File: config.mk
export PLATFORM = sky130hd
export DESIGN_NAME = xor_frame_cipher
export DESIGN_NICKNAME = d
export VERILOG_FILES = /design/src/rtl/xor_frame_cipher_pkg.sv /design/src/rtl/xor_frame_cipher_frame_buffer.sv /design/src/rtl/xor_frame_cipher.sv
export SDC_FILE = /design/constraint.sdc
export NUM_CORES = 1
export LEC_CHECK = 0
export CORE_MARGIN = 8
export CORE_UTILIZATION = 40
export DETAILED_ROUTE_END_ITERATION = 6
export GPL_TIMING_DRIVEN = 0
export PLACE_DENSITY_LB_ADDON = 0.12
export SLEW_MARGIN = 20
export SYNTH_ARGS = -nofsm -noshare
export SYNTH_HDL_FRONTEND = slang
export SYNTH_SLANG_ARGS = --single-unit
export TNS_END_PERCENT = 10
File: constraint.sdc
create_clock -name Clk_100M -period 6.6 [get_ports Clk_100M]
set_input_delay 1.32 -clock Clk_100M [delete_from_list [all_inputs] [get_ports Clk_100M]]
set_output_delay 1.32 -clock Clk_100M [all_outputs]
set_load 0.02 [all_outputs]
File: src/rtl/xor_frame_cipher_pkg.sv
// Shared definitions for the framed repeating-key XOR cipher: mode bit
// positions and FSM state encoding used by the RTL and the bench alike.
package xor_frame_cipher_pkg;

    localparam int MODE_CHAIN = 0;
    localparam int MODE_DEC   = 1;

    typedef enum logic [2:0] {
        ST_IDLE     = 3'd0,
        ST_GET_KLEN = 3'd1,
        ST_GET_KEY  = 3'd2,
        ST_SEND_LEN = 3'd3,
        ST_RUN      = 3'd4,
        ST_DRAIN    = 3'd5
    } state_t;

endpackage

File: src/rtl/xor_frame_cipher_frame_buffer.sv
// Result buffer for the cipher: single-clock RAM, synchronous write port,
// asynchronous read port. Contents are intentionally not reset.
module frame_buffer
    import xor_frame_cipher_pkg::*;
#(
    parameter int DATA_W = 8,
    parameter int DEPTH  = 100,
    parameter int AW     = $clog2(DEPTH + 1)
) (
    input  logic              clk,
    input  logic              we,
    input  logic [AW-1:0]     wr_addr,
    input  logic [DATA_W-1:0] wr_data,
    input  logic [AW-1:0]     rd_addr,
    output logic [DATA_W-1:0] rd_data
);

    logic [DATA_W-1:0] mem [DEPTH];

    always_ff @(posedge clk) begin
        if (we) begin
            mem[wr_addr] <= wr_data;
        end
    end

    assign rd_data = mem[rd_addr];

endmodule

File: src/rtl/xor_frame_cipher.sv
// Framed repeating-key XOR cipher (plain/chained, encrypt/decrypt) between
// the UART receiver and sender, with a readable copy of the last result frame.
module xor_frame_cipher
    import xor_frame_cipher_pkg::*;
#(
    parameter int DATA_W  = 8,
    parameter int MAX_LEN = 100,
    parameter int MAX_KEY = 4,
    parameter int LEN_W   = $clog2(MAX_LEN + 1)
) (
    input  logic              Clk_100M,
    input  logic              Reset,
    input  logic [1:0]        mode,
    input  logic [DATA_W-1:0] in_data,
    input  logic              in_valid,
    output logic              in_ready,
    output logic [DATA_W-1:0] out_data,
    output logic              out_valid,
    input  logic              out_ready,
    output logic              busy,
    output logic              done,
    output logic              error,
    output logic [LEN_W-1:0]  frame_len,
    input  logic [LEN_W-1:0]  rd_idx,
    output logic [DATA_W-1:0] rd_data
);

    // state       | meaning
    // IDLE        | wait for LEN byte, reject 0 or > MAX_LEN
    // GET_KLEN    | wait for key length, reject 0 or > MAX_KEY
    // GET_KEY     | collect KLEN key bytes
    // SEND_LEN    | present LEN as the first response byte
    // RUN         | cipher LEN data bytes, one per accept
    // DRAIN       | wait for the last response byte to leave, pulse done

    localparam int KW   = $clog2(MAX_KEY + 1);
    localparam int KI_W = (MAX_KEY > 1) ? $clog2(MAX_KEY) : 1;

    state_t state, state_nx;

    logic [LEN_W-1:0]  len, didx;
    logic [KW-1:0]     klen, kidx;
    logic [1:0]        mode_q;
    logic [DATA_W-1:0] key [MAX_KEY];
    logic [DATA_W-1:0] prev, k, y, buf_rd;
    logic              in_acc, out_acc, len_bad, klen_bad, key_last, data_last;
    logic              buf_we;

    assign in_acc    = in_valid && in_ready;
    assign out_acc   = out_valid && out_ready;
    assign len_bad   = (in_data == '0) || (in_data > DATA_W'(MAX_LEN));
    assign klen_bad  = (in_data == '0) || (in_data > DATA_W'(MAX_KEY));
    assign key_last  = (kidx + KW'(1)) == klen;
    assign data_last = (didx + LEN_W'(1)) == len;
    assign k         = key[kidx[KI_W-1:0]];
    assign y         = in_data ^ k ^ (mode_q[MODE_CHAIN] ? prev : '0);
    assign buf_we    = (state == ST_RUN) && in_acc;

    always_ff @(posedge Clk_100M or negedge Reset) begin
        if (!Reset) begin
            state <= ST_IDLE;
        end else begin
            state <= state_nx;
        end
    end

    always_comb begin
        state_nx = state;
        case (state)
            ST_IDLE:     if (in_acc && !len_bad) state_nx = ST_GET_KLEN;
            ST_GET_KLEN: if (in_acc) state_nx = klen_bad ? ST_IDLE : ST_GET_KEY;
            ST_GET_KEY:  if (in_acc && key_last) state_nx = ST_SEND_LEN;
            ST_SEND_LEN: if (out_acc) state_nx = ST_RUN;
            ST_RUN:      if (in_acc && data_last) state_nx = ST_DRAIN;
            ST_DRAIN:    if (out_acc) state_nx = ST_IDLE;
            default:     state_nx = ST_IDLE;
        endcase
    end

    // in_ready is held low for as long as Reset is asserted
    always_comb begin
        busy     = (state != ST_IDLE);
        in_ready = 1'b0;
        case (state)
            ST_IDLE, ST_GET_KLEN, ST_GET_KEY: in_ready = Reset;
            ST_RUN:                           in_ready = !out_valid || out_ready;
            default:                          in_ready = 1'b0;
        endcase
    end

    // frame_len commits only once the key is complete, so a rejected KLEN
    // leaves the previous frame fully readable
    always_ff @(posedge Clk_100M or negedge Reset) begin
        if (!Reset) begin
            out_data  <= '0;
            out_valid <= 1'b0;
            done      <= 1'b0;
            error     <= 1'b0;
            frame_len <= '0;
            len       <= '0;
            didx      <= '0;
            klen      <= '0;
            kidx      <= '0;
            mode_q    <= '0;
            prev      <= '0;
        end else begin
            done <= 1'b0;
            case (state)
                ST_IDLE: begin
                    if (in_acc) begin
                        if (len_bad) begin
                            error <= 1'b1;
                        end else begin
                            error  <= 1'b0;
                            len    <= LEN_W'(in_data);
                            mode_q <= mode;
                            didx   <= '0;
                            prev   <= '0;
                        end
                    end
                end
                ST_GET_KLEN: begin
                    if (in_acc) begin
                        if (klen_bad) begin
                            error <= 1'b1;
                        end else begin
                            klen <= KW'(in_data);
                            kidx <= '0;
                        end
                    end
                end
                ST_GET_KEY: begin
                    if (in_acc) begin
                        if (key_last) begin
                            kidx      <= '0;
                            out_data  <= DATA_W'(len);
                            out_valid <= 1'b1;
                            frame_len <= len;
                        end else begin
                            kidx <= kidx + KW'(1);
                        end
                    end
                end
                ST_SEND_LEN: begin
                    if (out_acc) begin
                        out_valid <= 1'b0;
                    end
                end
                ST_RUN: begin
                    if (in_acc) begin
                        out_data  <= y;
                        out_valid <= 1'b1;
                        didx      <= didx + LEN_W'(1);
                        kidx      <= key_last ? '0 : kidx + KW'(1);
                        if (mode_q[MODE_CHAIN]) begin
                            prev <= mode_q[MODE_DEC] ? in_data : y;
                        end
                    end else if (out_acc) begin
                        out_valid <= 1'b0;
                    end
                end
                ST_DRAIN: begin
                    if (out_acc) begin
                        out_valid <= 1'b0;
                        done      <= 1'b1;
                    end
                end
                default: ;
            endcase
        end
    end

    always_ff @(posedge Clk_100M) begin
        if ((state == ST_GET_KEY) && in_acc) begin
            key[kidx[KI_W-1:0]] <= in_data;
        end
    end

    frame_buffer #(
        .DATA_W (DATA_W),
        .DEPTH  (MAX_LEN),
        .AW     (LEN_W)
    ) u_frame_buffer (
        .clk     (Clk_100M),
        .we      (buf_we),
        .wr_addr (didx),
        .wr_data (y),
        .rd_addr (rd_idx),
        .rd_data (buf_rd)
    );

    assign rd_data = (rd_idx < frame_len) ? buf_rd : '0;

endmodule
== Yosys cells after proc, flatten, opt, wreduce, memory -nomap -nowiden ==
Memory sizes are Yosys's and may differ from the RTL's.
Index checks and enable logic that the tools add are counted.
Widths: inputs -> output; s select.
Operators by class
  add/sub/neg operators: 2
  magnitude comparators: 3
  equality and inequality tests: 22
  muxes and demuxes: 46
  bitwise logic cells: 4
  reduce and logical (&&, ||, !) cells: 33
Operators by type and width (count)
  $mux 8: 10
  $pmux 8 s2: 2
  $mux 3: 10
  $ne 2x2->1 const B: 13
  $mux 7: 3
  $pmux 3 s6: 1
  $reduce_and 4->1: 4
  $xor 8x8->8: 2
  $mux 1: 14
  $pmux 7 s2: 1
  $reduce_and 3->1: 4
  $gt 8x3->1 const B: 1
  $gt 8x7->1 const B: 1
  $logic_not 8->1: 1
  $reduce_bool 2->1: 4
  $add 7x1->7 const B: 1
  $eq 7x7->1: 1
  $logic_and 1x1->1: 7
  $lt 7x7->1: 1
  $eq 3x2->1 const B: 2
  $eq 3x3->1 const B: 2
  $pmux 3 s2: 1
  $reduce_and 6->1: 1
  $reduce_bool 3->1: 2
  14 further kinds: 21
Storage, ports and cells
  bits in registers: 51
  memory bits (writable): 832
  input bits: 21
  output and inout bits: 28
  word-level logic and storage cells: 124
  memories: 2
Memory list
  u_frame_buffer.mem: words 100, width 8, read ports 1, clocked after memory_dff 0, wr ports 1, RTL line xor_frame_cipher_frame_buffer.sv:18  | logic [DATA_W-1:0] mem [DEPTH];
  key: words 4, width 8, read ports 1, clocked after memory_dff 0, wr ports 1, RTL line xor_frame_cipher.sv:44  | logic [DATA_W-1:0] key [MAX_KEY];

== Logic depth before layout (Yosys ltp) ==
Gate-level depths: netlist of run 1.
  word-level depth: 7
  depth in mapped cells: 10
  depth with buffers taken out: 8

== Cells and area by module ==
Synthesis of run 1 repeated with hierarchy kept, for this count alone.
Second synthesis, totals
  cells, all modules: 1744
  area, all modules: 35223.8 um2
By module, submodules not included
  frame_buffer: times used 1, cells an instance 1376, area an instance 30960.9 um2, sequential area each 24023.0 um2
  xor_frame_cipher: times used 1, cells an instance 368, area an instance 4262.8 um2, sequential area each 2237.1 um2

== Worst setup path before layout of run 1 ==
Ideal clock, no wire load.
  path type: input-to-reg
  start: in in_data[0]
  end: mem u_frame_buffer.mem[0][0] (data pin)
  library setup time: 783 ps
  arrival time: 4424 ps
  data required time: 5817 ps
  setup slack: 1393 ps
  cell stages on the path: 2
  buffers on the path: 0
  cells stage by stage: xor2_1 > xnor2_1
Between the ends
  word-level cells in the longest chain between the ends: 2
Ends and longest elaborated chain
  from (decl): RTL line xor_frame_cipher.sv:14  | input logic [DATA_W-1:0] in_data,
  $xor 8x8->8 (2 in a row): RTL line xor_frame_cipher.sv:56  | assign y = in_data ^ k ^ (mode_q[MODE_CHAIN] ? prev : '0);
  named net u_frame_buffer.wr_data[0]: RTL line xor_frame_cipher_frame_buffer.sv:13  | input logic [DATA_W-1:0] wr_data,
  to (decl): RTL line xor_frame_cipher_frame_buffer.sv:18
The timed path passes the listed nets, and every way through them passes these cells.

== Worst setup path after layout of run 1 ==
  start: in rd_idx[2]
  end: out rd_data[3]
Between the ends
  word-level cells in the longest chain between the ends: 2
  elaborated cells between the ends (all ways): 3
  classes of those cells: order compare (1); mux (1); memory (1)
Ends and longest elaborated chain
  from (decl): RTL line xor_frame_cipher.sv:24  | input logic [LEN_W-1:0] rd_idx,
  $mem_v2 100x8 or $lt 7x7->1 (tied branches)
  $mux 8 *: RTL line xor_frame_cipher.sv:192  | assign rd_data = (rd_idx < frame_len) ? buf_rd : '0;
  to (decl): RTL line xor_frame_cipher.sv:25  | output logic [DATA_W-1:0] rd_data
Every way passes the cells marked *; elsewhere a longest branch is shown, timed or not.

==> results of run 1 <==
[layer usage]
| layer | track usage (%) | vias to the layer above |
|---|---|---|
| li1 | - | 7539 |
| met1 | 25.4 | 9496 |
| met2 | 30.6 | 649 |
| met3 | 4.79 | 160 |
| met4 | 6.08 | 0 |
| met5 | 0 | - |
[registers in the layout, indices dropped and copies added (netlist names), 7 cells and up]
name and flops:
out_data 8, frame_len 7, u_frame_buffer.mem 800, didx 7, key 32, prev 8, len 7
[cells in the mapped netlist (6+ instances only)]
master | n | share of area [%]
o22ai_1 | 6 | 0.11
xnor2_1 | 17 | 0.42
nand3_1 | 17 | 0.24
ha_1 | 11 | 0.39
nand2_1 | 59 | 0.63
mux2i_1 | 33 | 0.93
nor3_1 | 9 | 0.13
clkbuf_1 | 25 | 0.27
o21ai_0 | 29 | 0.41
o31ai_1 | 9 | 0.19
edfxtp_1 | 832 | 71
mux4_2 | 219 | 14
inv_1 | 12 | 0.13
nand2b_1 | 9 | 0.16
buf_2 | 22 | 0.31
nor4_1 | 8 | 0.14
nor2_1 | 127 | 1.3
a22oi_1 | 16 | 0.34
dfrtp_1 | 51 | 3.6
o221ai_1 | 6 | 0.15
a211oi_1 | 8 | 0.17
mux4_1 | 10 | 0.74
xor2_1 | 12 | 0.30
mux2_2 | 35 | 1.1
nor2b_1 | 16 | 0.28
buf_4 | 20 | 0.42
a21oi_1 | 33 | 0.47
buf_6 | 16 | 0.51
and2_1 | 8 | 0.14
[metrics by stage]
stage	utilization [%]	power (W)	std cells	hold WS (ns)
floorplan	-	0.00658	1733	0.449
global placement	42.4	0.00682	2945	0.463
detailed placement	43.1	0.00684	2990	0.472
CTS	46.8	0.0124	3169	0.484
global route	46.9	0.0126	3169	0.511
finish	46.9	0.0123	3170	0.480
[cell type report]
cell class | count | area, um2 | share of cell area, %
flip-flops and latches | 883 | 26300 | 63.7
multi-input cells | 748 | 8610 | 20.9
clock buffers | 121 | 2520 | 6.10
well taps | 1165 | 1460 | 3.53
repair buffers | 92 | 995 | 2.41
clock inverters | 58 | 743 | 1.80
plain buffers | 89 | 603 | 1.46
inverters | 13 | 51.3 | 0.124
diodes | 1 | 2.50 | 0.00607
[power by group]
group	switching (W)	internal (W)	total [W]
sequential	0	0.00612	0.00612
clock	0.00219	0.00334	0.00553
combinational	0.000366	0.000236	0.000602
[worst max-delay path: cells and delay by family]
kind	cells	cell delay (ns)
buffers and inverters	6	2.79
AND/OR/NAND/NOR	1	0.65
multiplexers	1	0.28
AO/OA/AOI/OAI	1	0.23
[kinds of logic (layout without fill, tap and decap cells)]
kind of cell / count (synthesis) / in the layout / synth area share, %
AO/OA/AOI/OAI: 136 / 136 / 2.53
adder cells (fa/ha/maj): 11 / 11 / 0.389
other: 0 / 1 / 0
flip-flops: 883 / 883 / 74.2
buffers and inverters: 102 / 373 / 1.82
multiplexers: 297 / 297 / 16.7
XOR/XNOR: 30 / 30 / 0.785
AND/OR/NAND/NOR: 274 / 274 / 3.50
[timing repair]
item / 4_1_cts / 5_1_grt
hold buffers: 0 / 0
endpoints found under the setup margin: 8 / 8
gates resized for setup: 9 / 11
pin swaps: 0 / 0
[worst paths after layout]
| check | start | to | slack [ns] | cells past startpoint |
|---|---|---|---|---|
| max | rd_idx[2] | rd_data[3] | -0.03 | 9 |
| min | prev[3] | prev[3] | 0.48 | 2 |
| max reg2reg | state[2] | u_frame_buffer.mem[20][4] | 2.55 | 6 |
| min reg2reg | prev[3] | prev[3] | 0.48 | 2 |
| max in group asynchronous | Reset | didx[1] | 5.41 | 1 |
| min in group asynchronous | Reset | kidx[2] | 0.69 | 1 |
==> metrics.json, run 1 <==
{
  "status": {"value": "complete, but fails checks"},
  "violations_in_the_final_reports": {"value": "setup timing"},
  "grt_overflow": {"value": 0},
  "initial_utilization": {"value": 40.2, "unit": "%"},
  "cp_slowest_stage_delay": {"value": 0.74, "unit": "ns"},
  "wirelength_met1": {"value": 39.4, "unit": "mm"},
  "timing.setup.critical_path_class": {"value": "primary input to output port"},
  "design.core.area": {"value": 88000, "unit": "um2"},
  "io_pins": {"value": 49},
  "synth_cell_type_count": {"value": 59},
  "worstSetupStartpointType": {"value": "primary input"},
  "routabilityCongestion": {"value": 0.916},
  "power_per_cell_area": {"value": 297, "unit": "nW/um2"},
  "timing.critical_path.arrival": {"value": 5.31, "unit": "ns"},
  "timing_hold_violations_final": {"value": 0},
  "number_of_buffers_added_by_the_clock_tree_synthesis_step": {"value": 96},
  "mostFrequentLayoutCell": {"value": "edfxtp_1"},
  "die_area": {"value": 98200, "unit": "um2"},
  "dr.max_layer_used": {"value": "met4"},
  "clock-skew-final": {"value": 0.0246, "unit": "ns"},
  "asyncSetResetFlopFracSynth": {"value": 5.78, "unit": "%"},
  "synth-seq-cells": {"value": 883},
  "drt.antenna.violating_nets": {"value": 0},
  "antenna_found_initial": {"value": 2},
  "grt_first_pass_wirelength": {"value": 134, "unit": "mm"},
  "route.detailed.vias_per_inst": {"value": 5.63},
  "synth-main-ff-cell": {"value": "edfxtp_1"},
  "pre_cts_slack": {"value": -0.312, "unit": "ns"},
  "layout.nets": {"value": 1955},
  "synth.yosys.warnings": {"value": 0},
  "final.period_utilization": {"value": 100, "unit": "%"},
  "globalRouteTotalUtil": {"value": 19.0, "unit": "%"},
  "post_synth_instance_area": {"value": 35400, "unit": "um2"},
  "fillers": {"value": 7343},
  "drive_gt1_share": {"value": 26.6, "unit": "%"},
  "tightestPinTransition": {"value": 1.26, "unit": "ns"},
  "die_w": {"value": 313, "unit": "um"},
  "dpl.hpwl": {"value": 64.2, "unit": "mm"},
  "wl_per_cell": {"value": 29.6, "unit": "um"},
  "met3_length": {"value": 6.84, "unit": "mm"},
  "h-tree-depth": {"value": 3},
  "post_cts_buffers": {"value": 0},
  "clock_sinks": {"value": 883},
  "post-route-min-period": {"value": 6.63, "unit": "ns"},
  "finalWirelength": {"value": 93.7, "unit": "mm"},
  "clock.fmax": {"value": 151, "unit": "MHz"},
  "cp.required": {"value": 5.28, "unit": "ns"},
  "chain_of_cells_forming_the_critical_path": {"value": "clkdlybuf4s50_1 -> buf_6 -> buf_2 -> buf_2 -> buf_2 -> mux4_2 -> o221ai_1 -> nor4_2 -> clkdlybuf4s50_1"},
  "drcViolationCount": {"value": 0},
  "drv.max_cap_violation_count": {"value": 0},
  "tritoncts_clock_tree": {"value": "done"},
  "static-leakage-power": {"value": 13.3, "unit": "nW"},
  "synth_sequential_area_ratio": {"value": 74.2, "unit": "%"},
  "clock_latency": {"value": 0.66, "unit": "ns"},
  "critical_path_peak_fanout": {"value": 10},
  "synth-edff-count": {"value": 832},
  "route.vias.total": {"value": 17800},
  "post-route-worst-setup-slack": {"value": -0.0309, "unit": "ns"},
  "syn_avg_cell_area": {"value": 20.4, "unit": "um2"},
  "std_cell_rows": {"value": 109},
  "slew_headroom": {"value": 16.0, "unit": "%"},
  "first_global_vias": {"value": 18600},
  "placed_cell_area": {"value": 37900, "unit": "um2"},
  "detailroute.wirelength.met2": {"value": 44.4, "unit": "mm"},
  "cts_buffer_depth": {"value": 3},
  "hold_class": {"value": "flip-flop to flip-flop"},
  "cp-end-kind": {"value": "output port"},
  "netlist_instances": {"value": 1733},
  "firstDrtPassIters": {"value": 6},
  "syn_nets": {"value": 1765},
  "totalNegativeSetupSlack": {"value": -0.0309, "unit": "ns"},
  "timing.final.setup_violations": {"value": 1},
  "worst_path_most_repeated_cell": {"value": "buf_2"},
  "layout_common_cells": {"value": "edfxtp_1, mux4_2, nor2_1, clkbuf_16, nand2_1"},
  "stdcell_area": {"value": 41200, "unit": "um2"},
  "port_buffers": {"value": 47},
  "drt_iter0_drc": {"value": 1638},
  "cts_root_buf": {"value": "clkbuf_16"},
  "area_delta_synth_final": {"value": 16.6, "unit": "%"},
  "irDropWorstVdd": {"value": 0.230, "unit": "mV"},
  "fp.dieH": {"value": 313, "unit": "um"},
  "grt_start_max_net_pins": {"value": 55},
  "report.final.slew_viol_count": {"value": 0},
  "clk_transition_reported_paths": {"value": 0.05, "unit": "ns"},
  "crit_slowest_cell": {"value": "clkdlybuf4s50_1"}
}
No activity file was read; power rests on OpenSTA's default activity.
==> inputs of run 2 (changes only) <==
--- a/config.mk
+++ b/config.mk
@@ -13,5 +13,6 @@
 export SLEW_MARGIN = 20
 export SYNTH_ARGS = -nofsm -noshare
 export SYNTH_HDL_FRONTEND = slang
+export SYNTH_HIERARCHICAL = 1
 export SYNTH_SLANG_ARGS = --single-unit
 export TNS_END_PERCENT = 10
==> run 2 against run 1 <==
Compared with the run above: the flow now finishes without violations; first-iteration DRC count rose by 21%; clock power is 3.6% lower; critical path depth grew 2; routed wire length up 0.94%; combinational power shrank 2%; clock-buffer cell count down 10; synthesized cell count increased by 0.63%; sequential share of layout area rose by 0.37 points; critical path type unchanged; highest routed layer unchanged.
==> metrics.json, run 2 <==
{
  "drive_gt1_share": {"value": 26.7, "unit": "%", "change": "+0.10 points"},
  "netlist_instances": {"value": 1744, "change": "+0.63%"},
  "synth-edff-count": {"value": 832, "change": "unchanged"},
  "final.period_utilization": {"value": 99.1, "unit": "%", "change": "-1.4 points"},
  "syn_nets": {"value": 1776, "change": "+0.62%"},
  "slew_headroom": {"value": 22.6, "unit": "%", "change": "+6.6 points"},
  "ys_top_cells_by_count": {"value": "edfxtp_1, mux4_2, nor2_1"},
  "worstSetupStartpointType": {"value": "primary input"},
  "post-route-worst-setup-slack": {"value": 0.0599, "unit": "ns", "change": "+0.0908 ns"},
  "status": {"value": "complete, no violations"},
  "post-route-min-period": {"value": 6.54, "unit": "ns", "change": "-0.0908 ns"},
  "fp.dieH": {"value": 313, "unit": "um", "change": "-0.20%"},
  "synth-main-ff-cell": {"value": "edfxtp_1"},
  "cp-end-kind": {"value": "output port"},
  "cts.hold.buffers_added": {"value": 0, "change": "unchanged"},
  "stdcell_count": {"value": 3180, "change": "+0.32%"},
  "drv.max_cap_violation_count": {"value": 0, "change": "unchanged"},
  "die_area": {"value": 97800, "unit": "um2", "change": "-0.40%"},
  "drt.antenna.violating_nets": {"value": 0, "change": "unchanged"},
  "timing_hold_violations_final": {"value": 0, "change": "unchanged"},
  "fraction_of_the_mapped_netlist_area_in_compound_gates": {"value": 2.38, "unit": "%", "change": "-0.15 points"},
  "asyncSetResetFlopFracSynth": {"value": 5.78, "unit": "%", "change": "unchanged"},
  "synth_sequential_area_ratio": {"value": 74.6, "unit": "%", "change": "+0.31 points"},
  "globalRouteTotalUtil": {"value": 19.1, "unit": "%", "change": "+0.16 points"},
  "synthesized_area_fraction_occupied_by_and_or_nand_nor_cells": {"value": 4.17, "unit": "%", "change": "+0.67 points"},
  "clock_latency": {"value": 0.65, "unit": "ns", "change": "about the same"},
  "post_synth_instance_area": {"value": 35200, "unit": "um2", "change": "-0.42%"},
  "grt_overflow": {"value": 0, "change": "unchanged"},
  "pre_cts_slack": {"value": -0.251, "unit": "ns", "change": "+0.0615 ns"},
  "synth-seq-cells": {"value": 883, "change": "unchanged"},
  "finalWirelength": {"value": 94.6, "unit": "mm", "change": "+0.94%"},
  "wl_per_cell": {"value": 29.7, "unit": "um", "change": "+0.62%"},
  "syn_avg_cell_area": {"value": 20.2, "unit": "um2", "change": "-1.0%"},
  "synth.top_cells.by_area": {"value": "edfxtp_1, mux4_2, dfrtp_1"},
  "mostFrequentLayoutCell": {"value": "edfxtp_1"},
  "totalNegativeSetupSlack": {"value": 0, "unit": "ns", "change": "+0.0309 ns"},
  "critical_path_peak_fanout": {"value": 10, "change": "unchanged"},
  "synth.yosys.warnings": {"value": 6, "change": "+6"},
  "h-tree-depth": {"value": 3, "change": "unchanged"},
  "clock-skew-final": {"value": 0.0241, "unit": "ns", "change": "-0.000492 ns"},
  "clock_sinks": {"value": 883, "change": "unchanged"},
  "route.vias.total": {"value": 18100, "change": "+1.2%"},
  "synth_top_family_by_area": {"value": "multiplexers"},
  "cts_root_buf": {"value": "clkbuf_16"},
  "hold_class": {"value": "flip-flop to flip-flop"},
  "routabilityCongestion": {"value": 0.885, "change": "-3.4%"},
  "die_w": {"value": 313, "unit": "um", "change": "-0.20%"},
  "timing.critical_path.arrival": {"value": 5.22, "unit": "ns", "change": "-0.09 ns"},
  "post-synth-top-count-cell": {"value": "edfxtp_1"},
  "top_register": {"value": "u_frame_buffer/mem"},
  "static-leakage-power": {"value": 13.2, "unit": "nW", "change": "-0.92%"},
  "layout.nets": {"value": 1973, "change": "+0.92%"},
  "area_delta_synth_final": {"value": 16.4, "unit": "%"},
  "placed_cells": {"value": 3010, "change": "+0.67%"},
  "tightestPinTransition": {"value": 1.16, "unit": "ns", "change": "-0.103 ns"},
  "firstDrtPassIters": {"value": 5, "change": "-1"},
  "grt_start_max_net_pins": {"value": 54, "change": "-1.8%"},
  "synth_area_leader_cell": {"value": "edfxtp_1"},
  "placed_cell_area": {"value": 37900, "unit": "um2", "change": "about the same"},
  "insertedDiodeCount": {"value": 0, "change": "-1"},
  "synth-xor-area-share": {"value": 0.735, "unit": "%", "change": "-0.050 points"},
  "synth_mux_area_share": {"value": 16.3, "unit": "%", "change": "-0.44 points"},
  "dpl.hpwl": {"value": 65.9, "unit": "mm", "change": "+2.6%"},
  "cts_buffer_depth": {"value": 3, "change": "unchanged"},
  "timing.setup.critical_path_class": {"value": "primary input to output port"},
  "irDropWorstVdd": {"value": 0.210, "unit": "mV", "change": "-8.5%"},
  "power_per_cell_area": {"value": 294, "unit": "nW/um2", "change": "-1.1%"},
  "post_synth_fa_ha_maj_area_fraction": {"value": 0.391, "unit": "%", "change": "+0.0016 points"},
  "port_buffers": {"value": 48, "change": "+2.1%"},
  "report.final.slew_viol_count": {"value": 0, "change": "unchanged"},
  "fillers": {"value": 7417, "change": "+1.0%"},
  "antenna_found_initial": {"value": 0, "change": "-2"},
  "yosysTopAreaCellShare": {"value": 70.9, "unit": "%", "change": "+0.30 points"},
  "first_global_vias": {"value": 18600, "change": "+0.070%"},
  "design.core.area": {"value": 87800, "unit": "um2", "change": "-0.16%"},
  "clock.fmax": {"value": 153, "unit": "MHz", "change": "+1.4%"},
  "initial_utilization": {"value": 40.1, "unit": "%", "change": "-0.11 points"},
  "unrepaired_setup_endpoints_after_global_routing": {"value": "true"},
  "tritoncts_clock_tree": {"value": "done"},
  "cp.required": {"value": 5.28, "unit": "ns", "change": "about the same"},
  "drt_iter0_drc": {"value": 1989, "change": "+21%"},
  "route.detailed.vias_per_inst": {"value": 5.68, "change": "+0.86%"},
  "grt_first_pass_wirelength": {"value": 136, "unit": "mm", "change": "+1.4%"},
  "stdcell_area": {"value": 41000, "unit": "um2", "change": "-0.57%"},
  "io_pins": {"value": 49, "change": "unchanged"},
  "std_cell_rows": {"value": 109, "change": "unchanged"},
  "number_of_buffers_added_by_the_clock_tree_synthesis_step": {"value": 94, "change": "-2.1%"},
  "layout_common_cells": {"value": "edfxtp_1, mux4_2, nor2_1, clkbuf_16, nand2_1"},
  "largest_register_ff_count": {"value": 800, "change": "unchanged"},
  "clk_transition_reported_paths": {"value": 0.06, "unit": "ns", "change": "about the same"},
  "synth_cell_type_count": {"value": 56, "change": "-5.1%"},
  "drcViolationCount": {"value": 0, "change": "unchanged"},
  "timing.final.setup_violations": {"value": 0, "change": "-1"}
}
## run 2: cell types whose count changed after synthesis, sizes merged, moves of 8 or more
cell    delta
mux2i     -13
a31oi      +9
a21oi     -13
clkbuf     +8
a22oi     +10
nor2      +11
nand3     +12
buf       -10
o21ai      -9
mux2      -11
a211oi     -9
## run 2: logic make-up (layout without fill, tap and decap cells)
logic type               Yosys count  count (layout)
flip-flops                       883             883
AND/OR/NAND/NOR                  317             317
multiplexers                     278             278
AO/OA/AOI/OAI                    125             125
buffers and inverters            102             373
XOR/XNOR                          28              28
adder cells (fa/ha/maj)           11              11
## run 2: path summary, 6_finish.rpt
path                                start                   endpoint  slack, ns  cells after the start
worst max-delay path            rd_idx[1]                 rd_data[6]       0.06                     11
min in group asynchronous           Reset                   state[1]       0.71                      1
worst min register to register    prev[2]                    prev[2]       0.51                      1
max in group asynchronous           Reset               frame_len[3]       5.41                      1
worst max register to register   state[2]  u_frame_buffer/mem[30][3]       2.19                      8
worst min-delay path              prev[2]                    prev[2]       0.51                      1
## run 2: final cells by class
class	instances	area [um2]	share of cell area [%]
buffer	87	504	1.23
inverter	15	56.3	0.137
multi-input combinational	759	8560	20.9
timing repair buffer	101	1090	2.66
tap	1165	1460	3.55
clock buffer	111	2420	5.89
clock inverter	59	668	1.63
sequential	883	26300	64.0
## run 2: what timing repair did
item | in CTS | in global routing
resized for setup | 11 | 12
cloned | 0 | 0
setup endpoints to repair | 8 | 8
buffers inserted | 0 | 0
## run 2: where the power goes
group / internal, W / total (W) / switching (W)
registers: 0.00612 / 0.00612 / 0
logic: 0.000233 / 0.000592 / 0.000358
clock network: 0.00313 / 0.00533 / 0.00220
total: 0.00949 / 0.0120 / 0.00256
## run 2: worst max-delay path, stage by stage
cell and delay [ns]:
clkdlybuf4s50_1 0.48, buf_4 0.23, clkbuf_1 0.88, mux4_2 0.41, nor3_1 0.05, o31ai_1 0.28, o2111ai_1 0.20, a32oi_1 0.36
nand2b_1 0.08, a21oi_1 0.24, clkdlybuf4s50_1 0.67
## run 2: per-stage QoR
stage / hold slack (ns) / power (W) / util [%]
floorplan: 0.481 / 0.00657 / -
global placement: 0.491 / 0.00682 / 42.3
detailed placement: 0.499 / 0.00683 / 43.1
CTS: 0.513 / 0.0122 / 46.6
global route: 0.526 / 0.0124 / 46.7
finish: 0.507 / 0.0120 / 46.7
## run 2: per-layer routing
metal | track usage (%) | vias to the layer above | routed length, um
met4 | 5.39 | 0 | 2560
li1 | - | 7573 | -
met3 | 3.71 | 146 | 5800
met1 | 26.3 | 9743 | 40400
met5 | 0 | - | 0
met2 | 31.2 | 593 | 45900
==> inputs of run 3 (changes only) <==
--- a/config.mk
+++ b/config.mk
@@ -8,7 +8,6 @@
 export CORE_MARGIN = 8
 export CORE_UTILIZATION = 40
 export DETAILED_ROUTE_END_ITERATION = 6
-export GPL_TIMING_DRIVEN = 0
 export PLACE_DENSITY_LB_ADDON = 0.12
 export SLEW_MARGIN = 20
 export SYNTH_ARGS = -nofsm -noshare
==> constraint.sdc (replaced) <==
create_clock -name Clk_100M -period 5.3 [get_ports Clk_100M]
set_input_delay 1.06 -clock Clk_100M [delete_from_list [all_inputs] [get_ports Clk_100M]]
set_output_delay 1.06 -clock Clk_100M [all_outputs]
set_load 0.02 [all_outputs]
==> run 3 against run 2 <==
Compared with the run above: worst hold slack worse by 0.17 ns; total power rose by 24%; critical path depth unchanged; cell count hardly changed; clock skew is 0.00072 ns lower; non-clock buffer count shrank 3; clock power grew 24%; register-to-register slack worse by 0.77 ns; setup slack improved by 0.10 ns; critical path type unchanged; critical endpoint is now rd_data[5]; sequential power grew 25%.
==> metrics.json, run 3 (synthesis results as in run 2) <==
{
  "worstSetupStartpointType": {"value": "primary input"},
  "timing_hold_violations_final": {"value": 0, "change": "unchanged"},
  "grt_overflow": {"value": 0, "change": "unchanged"},
  "insertedDiodeCount": {"value": 0, "change": "unchanged"},
  "initial_utilization": {"value": 40.1, "unit": "%", "change": "unchanged"},
  "final.period_utilization": {"value": 96.9, "unit": "%"},
  "tritoncts_clock_tree": {"value": "done"},
  "grt_first_pass_wirelength": {"value": 126, "unit": "mm", "change": "-7.1%"},
  "top_register": {"value": "u_frame_buffer/mem"},
  "irDropWorstVdd": {"value": 0.227, "unit": "mV", "change": "+7.8%"},
  "critical_path_peak_fanout": {"value": 58, "change": "+48"},
  "drt.antenna.violating_nets": {"value": 0, "change": "unchanged"},
  "pre_cts_slack": {"value": 0.162, "unit": "ns", "change": "+0.413 ns"},
  "status": {"value": "complete, no violations"},
  "globalRouteTotalUtil": {"value": 17.3, "unit": "%", "change": "-1.8 points"},
  "io_pins": {"value": 49, "change": "unchanged"},
  "chain_of_cells_forming_the_critical_path": {"value": "buf_6 -> mux4_2 -> mux2i_1 -> buf_4 -> a221oi_1 -> a221oi_1 -> buf_4 -> a31oi_1 -> nand2b_1 -> a21oi_1 -> clkdlybuf4s50_1"},
  "cp_slowest_stage_delay": {"value": 0.70, "unit": "ns", "change": "-0.18 ns"},
  "first_global_vias": {"value": 18300, "change": "-1.5%"},
  "drive_gt1_share": {"value": 27.6, "unit": "%", "change": "+0.80 points"},
  "critical_path.n_buffers_inverters": {"value": 4, "change": "unchanged"},
  "timing.critical_path.arrival": {"value": 4.08, "unit": "ns", "change": "-1.14 ns"},
  "tightestPinTransition": {"value": 1.06, "unit": "ns", "change": "-0.101 ns"},
  "clk_transition_reported_paths": {"value": 0.06, "unit": "ns", "change": "about the same"},
  "finalWirelength": {"value": 85.2, "unit": "mm", "change": "-9.9%"},
  "routabilityCongestion": {"value": 0.837, "change": "-5.4%"},
  "layout_common_cells": {"value": "edfxtp_1, mux4_2, nor2_1, buf_4, clkbuf_16"},
  "crit_slowest_cell": {"value": "clkdlybuf4s50_1"},
  "cts.hold.buffers_added": {"value": 0, "change": "unchanged"},
  "std_cell_rows": {"value": 109, "change": "unchanged"},
  "h-tree-depth": {"value": 3, "change": "unchanged"},
  "wl_per_cell": {"value": 26.8, "unit": "um", "change": "-10%"},
  "route.vias.total": {"value": 17500, "change": "-3.1%"},
  "stdcell_count": {"value": 3183, "change": "+0.094%"},
  "number_of_cells_upsized_or_downsized_after_cts": {"value": 0, "change": "-11"},
  "largest_register_ff_count": {"value": 800, "change": "unchanged"},
  "timing.rr.start": {"value": "state[2]"},
  "drt_iter0_drc": {"value": 1775, "change": "-11%"},
  "timing.setup.critical_path_class": {"value": "primary input to output port"},
  "area_delta_synth_final": {"value": 16.9, "unit": "%"},
  "placed_cells": {"value": 3007, "change": "-0.10%"},
  "cp.required": {"value": 4.24, "unit": "ns", "change": "-1.04 ns"},
  "post-route-worst-setup-slack": {"value": 0.164, "unit": "ns", "change": "+0.104 ns"},
  "die_w": {"value": 313, "unit": "um", "change": "unchanged"},
  "number_of_buffers_added_by_the_clock_tree_synthesis_step": {"value": 94, "change": "unchanged"},
  "post_cts_buffers": {"value": 0, "change": "unchanged"},
  "clock_latency": {"value": 0.64, "unit": "ns", "change": "about the same"},
  "layout.nets": {"value": 1970, "change": "-0.15%"},
  "cp-end-kind": {"value": "output port"},
  "crit_path_start": {"value": "rd_idx[2]"},
  "grt_start_max_net_pins": {"value": 103, "change": "+91%"},
  "cts_buffer_depth": {"value": 3, "change": "unchanged"},
  "cts_root_buf": {"value": "clkbuf_16"},
  "drcViolationCount": {"value": 0, "change": "unchanged"},
  "firstDrtPassIters": {"value": 5, "change": "unchanged"},
  "mostFrequentLayoutCell": {"value": "edfxtp_1"},
  "route.detailed.vias_per_inst": {"value": 5.50, "change": "-3.2%"},
  "port_buffers": {"value": 48, "change": "unchanged"},
  "slew_headroom": {"value": 29.3, "unit": "%", "change": "+6.7 points"},
  "drv.max_cap_violation_count": {"value": 0, "change": "unchanged"},
  "unrepaired_setup_endpoints_after_global_routing": {"value": "false"},
  "hold_class": {"value": "primary input to asynchronous set/reset pin"},
  "totalNegativeSetupSlack": {"value": 0, "unit": "ns", "change": "unchanged"},
  "report.final.slew_viol_count": {"value": 0, "change": "unchanged"},
  "timing.final.setup_violations": {"value": 0, "change": "unchanged"},
  "clock-skew-final": {"value": 0.0234, "unit": "ns", "change": "-0.000719 ns"},
  "clock_sinks": {"value": 883, "change": "unchanged"},
  "die_area": {"value": 97800, "unit": "um2", "change": "unchanged"},
  "fp.dieH": {"value": 313, "unit": "um", "change": "unchanged"},
  "post-route-min-period": {"value": 5.14, "unit": "ns"},
  "clock.fmax": {"value": 195, "unit": "MHz"},
  "static-leakage-power": {"value": 13.3, "unit": "nW", "change": "+1.3%"},
  "antenna_found_initial": {"value": 0, "change": "unchanged"},
  "design.core.area": {"value": 87800, "unit": "um2", "change": "unchanged"},
  "dpl.hpwl": {"value": 55.6, "unit": "mm", "change": "-16%"},
  "power_per_cell_area": {"value": 362, "unit": "nW/um2", "change": "+23%"},
  "cpLargestDelayFamily": {"value": "buffers and inverters"}
}
run 3: cell types whose count changed in the layout (fill, tap and decap cells not counted), sizes merged:
cell           previous run  this run
inv                      21        18
clkdlybuf4s50            47        43
clkinv                   36        45
clkbuf                  150       115
bufinv                   13        12
clkinvlp                  4         1
buf                     100       142
clkdlybuf4s15             2         0
run 3: cell type report:
class	instances	area (um2)
Tap cell	1165	1460
Timing Repair Buffer	185	1770
Multi-Input combinational cell	759	8520
Fill cell	7325	46700
Clock inverter	61	613
Sequential cell	883	26300
Inverter	15	56.3
Clock buffer	115	2500
run 3: metal layers:
| layer | up-vias | share of wire (%) | GRT usage, % |
|---|---|---|---|
| met5 | - | 0 | 0 |
| met4 | 0 | 2.1 | 4.74 |
| met3 | 120 | 5.3 | 2.59 |
| met2 | 505 | 48 | 27.6 |
| met1 | 9301 | 45 | 25.0 |
| li1 | 7565 | - | - |
run 3: metrics by stage:
step	instance area, um2	power [W]	hold slack, ns	utilization [%]
finish	41200	0.0149	0.339	46.9
detailed placement	38100	0.00849	0.499	43.3
CTS	41200	0.0151	0.292	46.9
global placement	38000	0.00848	0.489	43.3
floorplan	35200	0.00818	0.481	-
global route	41200	0.0154	0.341	46.9
run 3: worst paths after layout:
| path | endpoint | cells after the start | slack, ns |
|---|---|---|---|
| worst max-delay path | rd_data[5] | 11 | 0.16 |
| worst min-delay path | klen[1] | 1 | 0.34 |
| worst max register to register | u_frame_buffer/mem[82][1] | 8 | 1.42 |
| worst min register to register | prev[5] | 1 | 0.51 |
| max in group asynchronous | frame_len[4] | 2 | 4.09 |
| min in group Clk_100M | prev[5] | 1 | 0.51 |
run 3: where the power goes:
part / switching [W] / internal [W] / total (W) / leakage (nW)
sequential: 0 / 0.00763 / 0.00763 / 8.13
clock: 0.00265 / 0.00394 / 0.00659 / 1.54
combinational: 0.000410 / 0.000291 / 0.000702 / 3.66
total: 0.00306 / 0.0119 / 0.0149 / 13.3
